--- config.mk ---
export PLATFORM = sky130hd
export DESIGN_NAME = bcd_mod_counter_flat
export DESIGN_NICKNAME = d
export VERILOG_FILES = /design/src/rtl/stopwatch_pkg.sv /design/src/rtl/bcd_mod_counter_if.sv /design/src/rtl/bcd_mod_counter_digit.sv /design/src/rtl/bcd_mod_counter.sv /design/src/flat_wrapper.sv
export SDC_FILE = /design/constraint.sdc
export NUM_CORES = 1
export LEC_CHECK = 0
export ABC_AREA = 1
export ABC_CLOCK_PERIOD_IN_PS = 2500
export CAP_MARGIN = 20
export CORE_AREA = 2 2 51 53
export DETAILED_ROUTE_END_ITERATION = 16
export DIE_AREA = 0 0 53 55
export GPL_ROUTABILITY_DRIVEN = 0
export MAX_ROUTING_LAYER = met4
export PLACE_DENSITY = 0.8
export SYNTH_ARGS = -nofsm -noshare
export SYNTH_HDL_FRONTEND = slang
export SYNTH_SLANG_ARGS = --single-unit
--- constraint.sdc ---
create_clock -name clk -period 2.5 [get_ports clk]
set_input_delay 0.25 -clock clk [delete_from_list [all_inputs] [get_ports clk]]
set_output_delay 0.25 -clock clk [all_outputs]
set_load 0.1 [all_outputs]
--- src/rtl/stopwatch_pkg.sv ---
// Shared BCD types and limits for the decade counter chain.
// MAX_DIGITS bounds the widest chain; BIN_W covers a binary count up to 10**MAX_DIGITS-1.
package stopwatch_pkg;

  typedef logic [3:0] bcd_digit_t;

  localparam bcd_digit_t DIGIT_MAX  = 4'd9;
  localparam int         MAX_DIGITS = 4;
  localparam int         BIN_W      = 14;

  // Binary to packed BCD, digit 0 in bits [3:0]; only reached on the load path.
  function automatic logic [4*MAX_DIGITS-1:0] to_bcd(input logic [BIN_W-1:0] v);
    logic [BIN_W-1:0]        r;
    logic [4*MAX_DIGITS-1:0] b;
    r = v;
    b = '0;
    for (int i = 0; i < MAX_DIGITS; i++) begin
      b[4*i +: 4] = 4'(r % BIN_W'(10));
      r           = r / BIN_W'(10);
    end
    return b;
  endfunction

endpackage

--- src/rtl/bcd_mod_counter_if.sv ---
// Control and status bundle of one bcd_mod_counter stage.
// load/load_val exist only when BCD_MOD_COUNTER_LOAD_EN is defined.
interface bcd_mod_counter_if #(
  parameter int W      = 7,
  parameter int DIGITS = 2
);

  logic                  en;
  logic                  up;
  logic                  clr;
`ifdef BCD_MOD_COUNTER_LOAD_EN
  logic                  load;
  logic [W-1:0]          load_val;
`endif
  logic [W-1:0]          count;
  logic [4*DIGITS-1:0]   bcd;
  logic                  tc;
  logic                  co;

`ifdef BCD_MOD_COUNTER_LOAD_EN
  modport master (output en, up, clr, load, load_val, input count, bcd, tc, co);
  modport slave  (input en, up, clr, load, load_val, output count, bcd, tc, co);
`else
  modport master (output en, up, clr, input count, bcd, tc, co);
  modport slave  (input en, up, clr, output count, bcd, tc, co);
`endif

endinterface

--- src/rtl/bcd_mod_counter_digit.sv ---
// One registered decade 0..9 counting up or down on a carry/borrow strobe.
// carry is combinational: asserted when this step rolls the digit over.
module bcd_digit
  import stopwatch_pkg::*;
(
  input  logic       clk,
  input  logic       rst,
  input  logic       step,
  input  logic       up,
  input  logic       set,
  input  bcd_digit_t set_val,
  output bcd_digit_t digit,
  output logic       carry
);

  bcd_digit_t digit_q;

  assign digit = digit_q;
  assign carry = step & (up ? (digit_q == DIGIT_MAX) : (digit_q == 4'd0));

  always_ff @(posedge clk or posedge rst) begin
    if (rst) begin
      digit_q <= 4'd0;
    end else if (set) begin
      digit_q <= set_val;
    end else if (step) begin
      if (up) begin
        digit_q <= (digit_q == DIGIT_MAX) ? 4'd0 : digit_q + 4'd1;
      end else begin
        digit_q <= (digit_q == 4'd0) ? DIGIT_MAX : digit_q - 4'd1;
      end
    end
  end

endmodule

--- src/rtl/bcd_mod_counter.sv ---
// Modulo-MODULUS up/down counter with registered binary and BCD views, same-edge update.
// tc/co are combinational for cascading; BCD_MOD_COUNTER_LOAD_EN adds a clamped synchronous load.
module bcd_mod_counter
  import stopwatch_pkg::*;
#(
  parameter int MODULUS = 100,
  parameter int DIGITS  = 2
) (
  input  logic            clk,
  input  logic            rst,
  bcd_mod_counter_if.slave bus
);

  localparam int           W   = $clog2(MODULUS);
  localparam logic [W-1:0] TOP = W'(MODULUS - 1);

  logic [W-1:0]        count_q;
  logic [W-1:0]        count_d;
  logic                tc;
  logic                step;
  logic                set;
  logic [4*DIGITS-1:0] set_bcd;
  logic [DIGITS:0]     carry;
  logic                unused_top_carry;
  bcd_digit_t          digits [DIGITS];

  function automatic logic [4*DIGITS-1:0] bcd_of(input logic [W-1:0] v);
    logic [4*MAX_DIGITS-1:0] f;
    f = to_bcd(BIN_W'(v));
    return f[4*DIGITS-1:0];
  endfunction

`ifdef BCD_MOD_COUNTER_LOAD_EN
  logic [W-1:0] load_clamp;
  assign load_clamp = (bus.load_val > TOP) ? TOP : bus.load_val;
`endif

  assign tc        = bus.up ? (count_q == TOP) : (count_q == '0);
  assign bus.tc    = tc;
  assign bus.co    = bus.en & tc;
  assign bus.count = count_q;

  // Wrap, clear and load all overwrite the whole digit chain; a plain step ripples from digit 0.
  always_comb begin
    count_d = count_q;
    step    = 1'b0;
    set     = 1'b0;
    set_bcd = '0;
    if (bus.clr) begin
      count_d = '0;
      set     = 1'b1;
    end
`ifdef BCD_MOD_COUNTER_LOAD_EN
    else if (bus.load) begin
      count_d = load_clamp;
      set     = 1'b1;
      set_bcd = bcd_of(load_clamp);
    end
`endif
    else if (bus.en) begin
      if (tc) begin
        count_d = bus.up ? '0 : TOP;
        set     = 1'b1;
        set_bcd = bus.up ? '0 : bcd_of(TOP);
      end else begin
        count_d = bus.up ? count_q + W'(1) : count_q - W'(1);
        step    = 1'b1;
      end
    end
  end

  always_ff @(posedge clk or posedge rst) begin
    if (rst) begin
      count_q <= '0;
    end else begin
      count_q <= count_d;
    end
  end

  assign carry[0] = step;

  for (genvar g = 0; g < DIGITS; g++) begin : g_digit
    bcd_digit u_digit (
      .clk     (clk),
      .rst     (rst),
      .step    (carry[g]),
      .up      (bus.up),
      .set     (set),
      .set_val (set_bcd[4*g +: 4]),
      .digit   (digits[g]),
      .carry   (carry[g+1])
    );
    assign bus.bcd[4*g +: 4] = digits[g];
  end

  // The modulus wrap always fires before the top digit could roll over.
  assign unused_top_carry = carry[DIGITS];

endmodule
--- src/flat_wrapper.sv ---
// flat-port wrapper written by rule: the top's interface ports become plain ports
module bcd_mod_counter_flat import stopwatch_pkg::*;
#(
  parameter int MODULUS = 100,
  parameter int DIGITS  = 2
)
  (clk, rst, bus_en, bus_up, bus_clr, bus_count, bus_bcd, bus_tc, bus_co);
  bcd_mod_counter_if #(.DIGITS(DIGITS)) bus_i ();
  input  logic clk;
  input  logic rst;
  input wire logic [$bits(bus_i.en)-1:0] bus_en;
  input wire logic [$bits(bus_i.up)-1:0] bus_up;
  input wire logic [$bits(bus_i.clr)-1:0] bus_clr;
  output wire logic [$bits(bus_i.count)-1:0] bus_count;
  output wire logic [$bits(bus_i.bcd)-1:0] bus_bcd;
  output wire logic [$bits(bus_i.tc)-1:0] bus_tc;
  output wire logic [$bits(bus_i.co)-1:0] bus_co;
  assign bus_i.en = bus_en;
  assign bus_i.up = bus_up;
  assign bus_i.clr = bus_clr;
  assign bus_count = bus_i.count;
  assign bus_bcd = bus_i.bcd;
  assign bus_tc = bus_i.tc;
  assign bus_co = bus_i.co;
  bcd_mod_counter #(.MODULUS(MODULUS), .DIGITS(DIGITS)) u_core (.clk(clk), .rst(rst), .bus(bus_i));
endmodule
* After elaboration in Yosys (flattened, before gate mapping)
Cells that the tools add are included.
** Operators by class
- Add/subtract/negate cells :: 6
- Equality and inequality tests :: 3
- Mux-type cells :: 27
- Bitwise logic cells :: 2
- Reduce and logical (&&, ||, !) cells :: 6
** Operators with widths (number)
- $mux 4 :: 10
- $mux 7 :: 5
- $mux 8 :: 4
- $add 4x1->4 const B :: 2
- $eq 4x4->1 const B :: 2
- $logic_not 4->1 :: 2
- $mux 1 :: 8
- $sub 4x1->4 const B :: 2
- $add 7x1->7 const B :: 1
- $eq 7x7->1 const B :: 1
- $logic_not 7->1 :: 1
- $sub 7x1->7 const B :: 1
- $reduce_bool 2->1 :: 3
- $and 1x1->1 :: 2
** Storage, ports and cells
- Flip-flop bits (word level) :: 15
- Input bits :: 5
- Output and inout port bits :: 17
- Logic and storage cells :: 47

* Depth between registers and ports, before layout
- Depth after elaboration :: 8
- Mapped depth :: 11
- Mapped depth without buffers :: 10

* By module
From an unflattened synthesis, not the netlist that was laid out.
** Unflattened totals
- Cells, all modules :: 227
- Area total of the unflattened synthesis :: 1431.4 sq um
** Modules (own cells, without submodules)
- bcd_digit :: instances 2, cells an instance 63, area each 376.6 sq um, seq. area each 100.1 sq um
- bcd_mod_counter :: instances 1, cells an instance 101, area each 678.2 sq um, seq. area each 175.2 sq um

* Least setup slack after synthesis
OpenSTA, ideal clock, no wires.
- Path type :: reg2out
- Start point :: register u_core.count_q[0] (netlist: u_core.bus.count[0])
- End point :: output bus_co
- Arrival :: 2339 ps
- Required time :: 2250 ps
- Path slack :: -89 ps
- Cell stages (with the launch flop) :: 8
- Path buffers :: 0
- Path through :: dfrtp_1 inv_1 nand2_1 nor2_1 nand2_2 nand2_4 nand2_1 inv_1
** On the way
- Longest elaborated chain between the ends :: 3
- Elaborated cells between the ends (all ways) :: 4
- Classes of those cells :: 1 x eq/ne; 1 x mux; 1 x bitwise; 1 x reduce/logical
** RTL lines
- start: declaration :: line bcd_mod_counter.sv:17 : logic [W-1:0] count_q;
- start signal: assignment :: line bcd_mod_counter.sv:76 : count_q <= count_d;
- $eq 7x7->1 / $logic_not 7->1 (equally long branches) :: line bcd_mod_counter.sv:38 : assign tc = bus.up ? (count_q == TOP) : (count_q == '0);
- $mux 1 (*) :: line bcd_mod_counter.sv:38
- net bus_tc :: line flat_wrapper.sv:16 : output wire logic [$bits(bus_i.tc)-1:0] bus_tc;
- $and 1x1->1 (*) :: line bcd_mod_counter.sv:40 : assign bus.co = bus.en & tc;
- end: declaration :: line flat_wrapper.sv:17 : output wire logic [$bits(bus_i.co)-1:0] bus_co;
Mark *: on every way through the listed nets, which the timed path passes. The rest lies on a longest branch.

* Final worst setup path
- Start point :: input bus_up
- End point :: output bus_co
** On the way
- Longest elaborated chain between the ends :: 2
** RTL lines
- start: declaration :: line flat_wrapper.sv:12 : input wire logic [$bits(bus_i.up)-1:0] bus_up;
- $mux 1 :: line bcd_mod_counter.sv:38
- $and 1x1->1 :: line bcd_mod_counter.sv:40
No other way between the ends.

==> impl_metrics.toml <==
[drt]
drt_pass1_iterations = 4
postRouteAntennaNets = 0
routed_wirelength_mm = 3.180
detailroute.via_count = 1315
detail_route.iter0.violations = 41
route.detailed.drc = 0
avgViaCountPerCell = 5.412
routed_wire_length_per_instance_um = 13.09

[grt]
globalRoute.totalOverflow = 0
grt_max_degree = 16
grt_first_pass_wirelength_mm = 5.161
antenna_found_initial = 0
first_global_vias = 1238
grt.total_usage_pct = 25.18

[run]
max-cap-violations = 0

[timing]
final.setup_skew_ns = 0.01226
fmaxAchievable_mhz = 469.3
slew-limit-headroom_pct = 59.89
tns_ns = 0
final_critical_period_ns = 2.131
finalHoldViolations = 0
worst-slew-pin-transition_ns = 0.6011
final.period_utilization_pct = 85.24
maxSlewViolCount = 0
rsz_0062_raised_after_global_routing = "no"
final_setup_violating_endpoints = 0
final.hold.worst_slack_ns = 0.3135

[layout]
fillers = 221
fin_area_um2 = 1526
number_of_nets_in_the_final_layout = 225
postLayoutCoreUtil_pct = 64.55
layout-area-overhead-vs-synth_pct = 20.55
fin_cells = 243
antenna_cells = 0
post_route_cells_drive_above_1_share_pct = 19.25

[yosys]
synth.ff_latch_count = 15
synth.mux.area_fraction_pct = 0
yosys.area.top_type = "sky130_fd_sc_hd__dfrtp_1"
post_synth_inst_count = 188
synth.yosys.seq_area_share_pct = 29.64
syn_avg_cell_area_um2 = 6.735
synth_fp_nets = 199
synth-adder-area-share_pct = 6.522
yosys.area_share.xor_xnor_pct = 2.767
yosys_warnings = 0
netlist_area_um2 = 1266
post_synth_main_area_contributors = "sky130_fd_sc_hd__dfrtp_1 (30%), sky130_fd_sc_hd__nand2_1 (17%), sky130_fd_sc_hd__inv_1 (8.6%)"
synth-compound-area-share_pct = 13.44
number_of_unique_standard_cell_types_used_by_synthesis = 24
post_synth_and_or_nand_nor_area_fraction_pct = 36.66
synth_top_family_by_area = "simple AND/OR/NAND/NOR gates"
top_cell_type_s_share_of_synthesized_area_pct = 29.64

[pwr]
pwr_dens_nw_per_um2 = 831.1
power_leakage_nw = 0.8237
p_switching_mw = 0.7224
p_int_mw = 0.5462
comb_power_share_pct = 61.1
vdd_drop_max_uv = 633.0
clock_power_share_pct = 12.0
switching_share_pct = 56.94
p_seq_share_pct = 26.9

[clock_network]
cts_clock_pin_slew_for_the_worst_setup_and_hold_paths_ns = 0.11
clockRootBuffer = "sky130_fd_sc_hd__clkbuf_4"
clock_insertion_delay_worst_skew_ns = 0.30
tritoncts = "done"
hold_buffer_count_at_cts = 0
cts-resized-gates = 0
cts-root-to-sink-buffers = 2
cts_buffers = 3
post-cts-setup-buffers = 0
numClockSinks = 15
cts-htree-levels = 1

[die]
effective_utilization_at_floorplan_pct = 53.54
die_w_um = 53
floorplan.rows = 18
coreArea_um2 = 2365
floorplan.die.height_um = 55
floorplan.die_area_um2 = 2915
ios = 22

[placement]
dp_hpwl_mm = 2.490
port-buffer-count = 21
placed_area_um2 = 1499
dpl.cell_count = 239

[critical_path]
cp-start-kind = "input pin"
arrival_ns = 1.88
type_of_destination_of_the_critical_path = "output pin"
worstSetupPathType = "in -> out"
largest_fanout_on_the_critical_path = 7
required_ns = 2.25

[run_status]
outcome = "complete, no violations"

[hold_path]
hold_path_class = "in -> async"
-- state kept, by name, indices dropped and copies added, names as in the netlist --
register,flops
u_core.g_digit.u_digit.digit,8
u_core.bus.count,7
-- per-stage QoR --
step                total power, mW  setup WS [ns]
floorplan                    0.9440        0.01546
global placement              1.096         0.2793
detailed placement            1.116         0.1975
CTS                           1.264         0.3567
global route                  1.340         0.2703
finish                        1.269         0.3691
-- cell usage after synthesis, drive strengths merged --
cell    number
xor2         2
o22ai        4
o21ai       12
buf          1
nand3       19
fa           1
dfrtp       15
or2          1
xnor2        2
nor2        19
ha           5
a21oi       11
inv         32
nand2       62
o211ai       2
-- cell type report --
type	instances	area, um^2	area share, %
timing repair buffer	22	200.2	13.11
clock buffer	3	22.52	1.475
clock inverter	1	5.005	0.3279
inverter	32	131.4	8.607
tap	30	37.54	2.459
sequential	15	377.9	24.75
multi-input combinational	140	752.0	49.26
-- placed cells by master, fill, tap and decap left out, drive strengths merged --
cell and count:
nand2 62, clkinv 1, dfrtp 15, clkinvlp 1, clkdlybuf4s50 4, ha 5
clkbuf 3, buf 18, or2 1, a21oi 11, xnor2 2, inv 31
fa 1, xor2 2, nor2 19, o22ai 4, o211ai 2, nand3 19
o21ai 12
-- worst max-delay path: stages --
cell                              delay [ns]
sky130_fd_sc_hd__clkdlybuf4s50_1        0.72
sky130_fd_sc_hd__nand2_2                0.10
sky130_fd_sc_hd__nor2_1                 0.12
sky130_fd_sc_hd__nand2_1                0.10
sky130_fd_sc_hd__nand2_4                0.16
sky130_fd_sc_hd__nand2_1                0.14
sky130_fd_sc_hd__clkinvlp_4             0.11
sky130_fd_sc_hd__buf_12                 0.16
-- power by group through the flow --
stage | registers (mW) | clock network (mW) | logic, mW
after floorplan | 0.608 | 0 | 0.336
after global placement | 0.342 | 0 | 0.754
after detailed placement | 0.344 | 0 | 0.772
after CTS | 0.340 | 0.150 | 0.775
after global routing | 0.346 | 0.161 | 0.832
final | 0.342 | 0.152 | 0.775
-- worst paths after layout --
kind	startpoint	endpoint	slack [ns]	depth (start not counted)
min in group clk	u_core.bus.count[5]	u_core.bus.count[5]	0.59	2
hold reg to reg	u_core.bus.count[5]	u_core.bus.count[5]	0.59	2
hold / removal	rst	u_core.g_digit[1].u_digit.digit[1]	0.31	2
setup reg to reg	u_core.bus.count[0]	u_core.bus.count[6]	0.67	8
max in group asynchronous	rst	u_core.bus.count[0]	1.75	2
setup / recovery	bus_up	bus_co	0.37	8
-- layer usage --
| layer | up-vias | global-route usage [%] | part of all wire, % |
|---|---|---|---|
| met3 | 13 | 4.301 | 3.6 |
| li1 | 645 | - | - |
| met2 | 48 | 43.13 | 51 |
| met1 | 609 | 27.09 | 42 |
| met5 | - | - | 0 |
| met4 | 0 | 16.67 | 3.2 |
-- cells by family (layout without fill, tap and decap cells) --
kind of cell / Yosys count / after routing
AO/OA/AOI/OAI: 29 / 29
XOR/XNOR: 4 / 4
adder cells (fa/ha/maj): 6 / 6
buffers and inverters: 33 / 58
flip-flops: 15 / 15
AND/OR/NAND/NOR: 101 / 101
No activity file was read; power rests on OpenSTA's default activity.
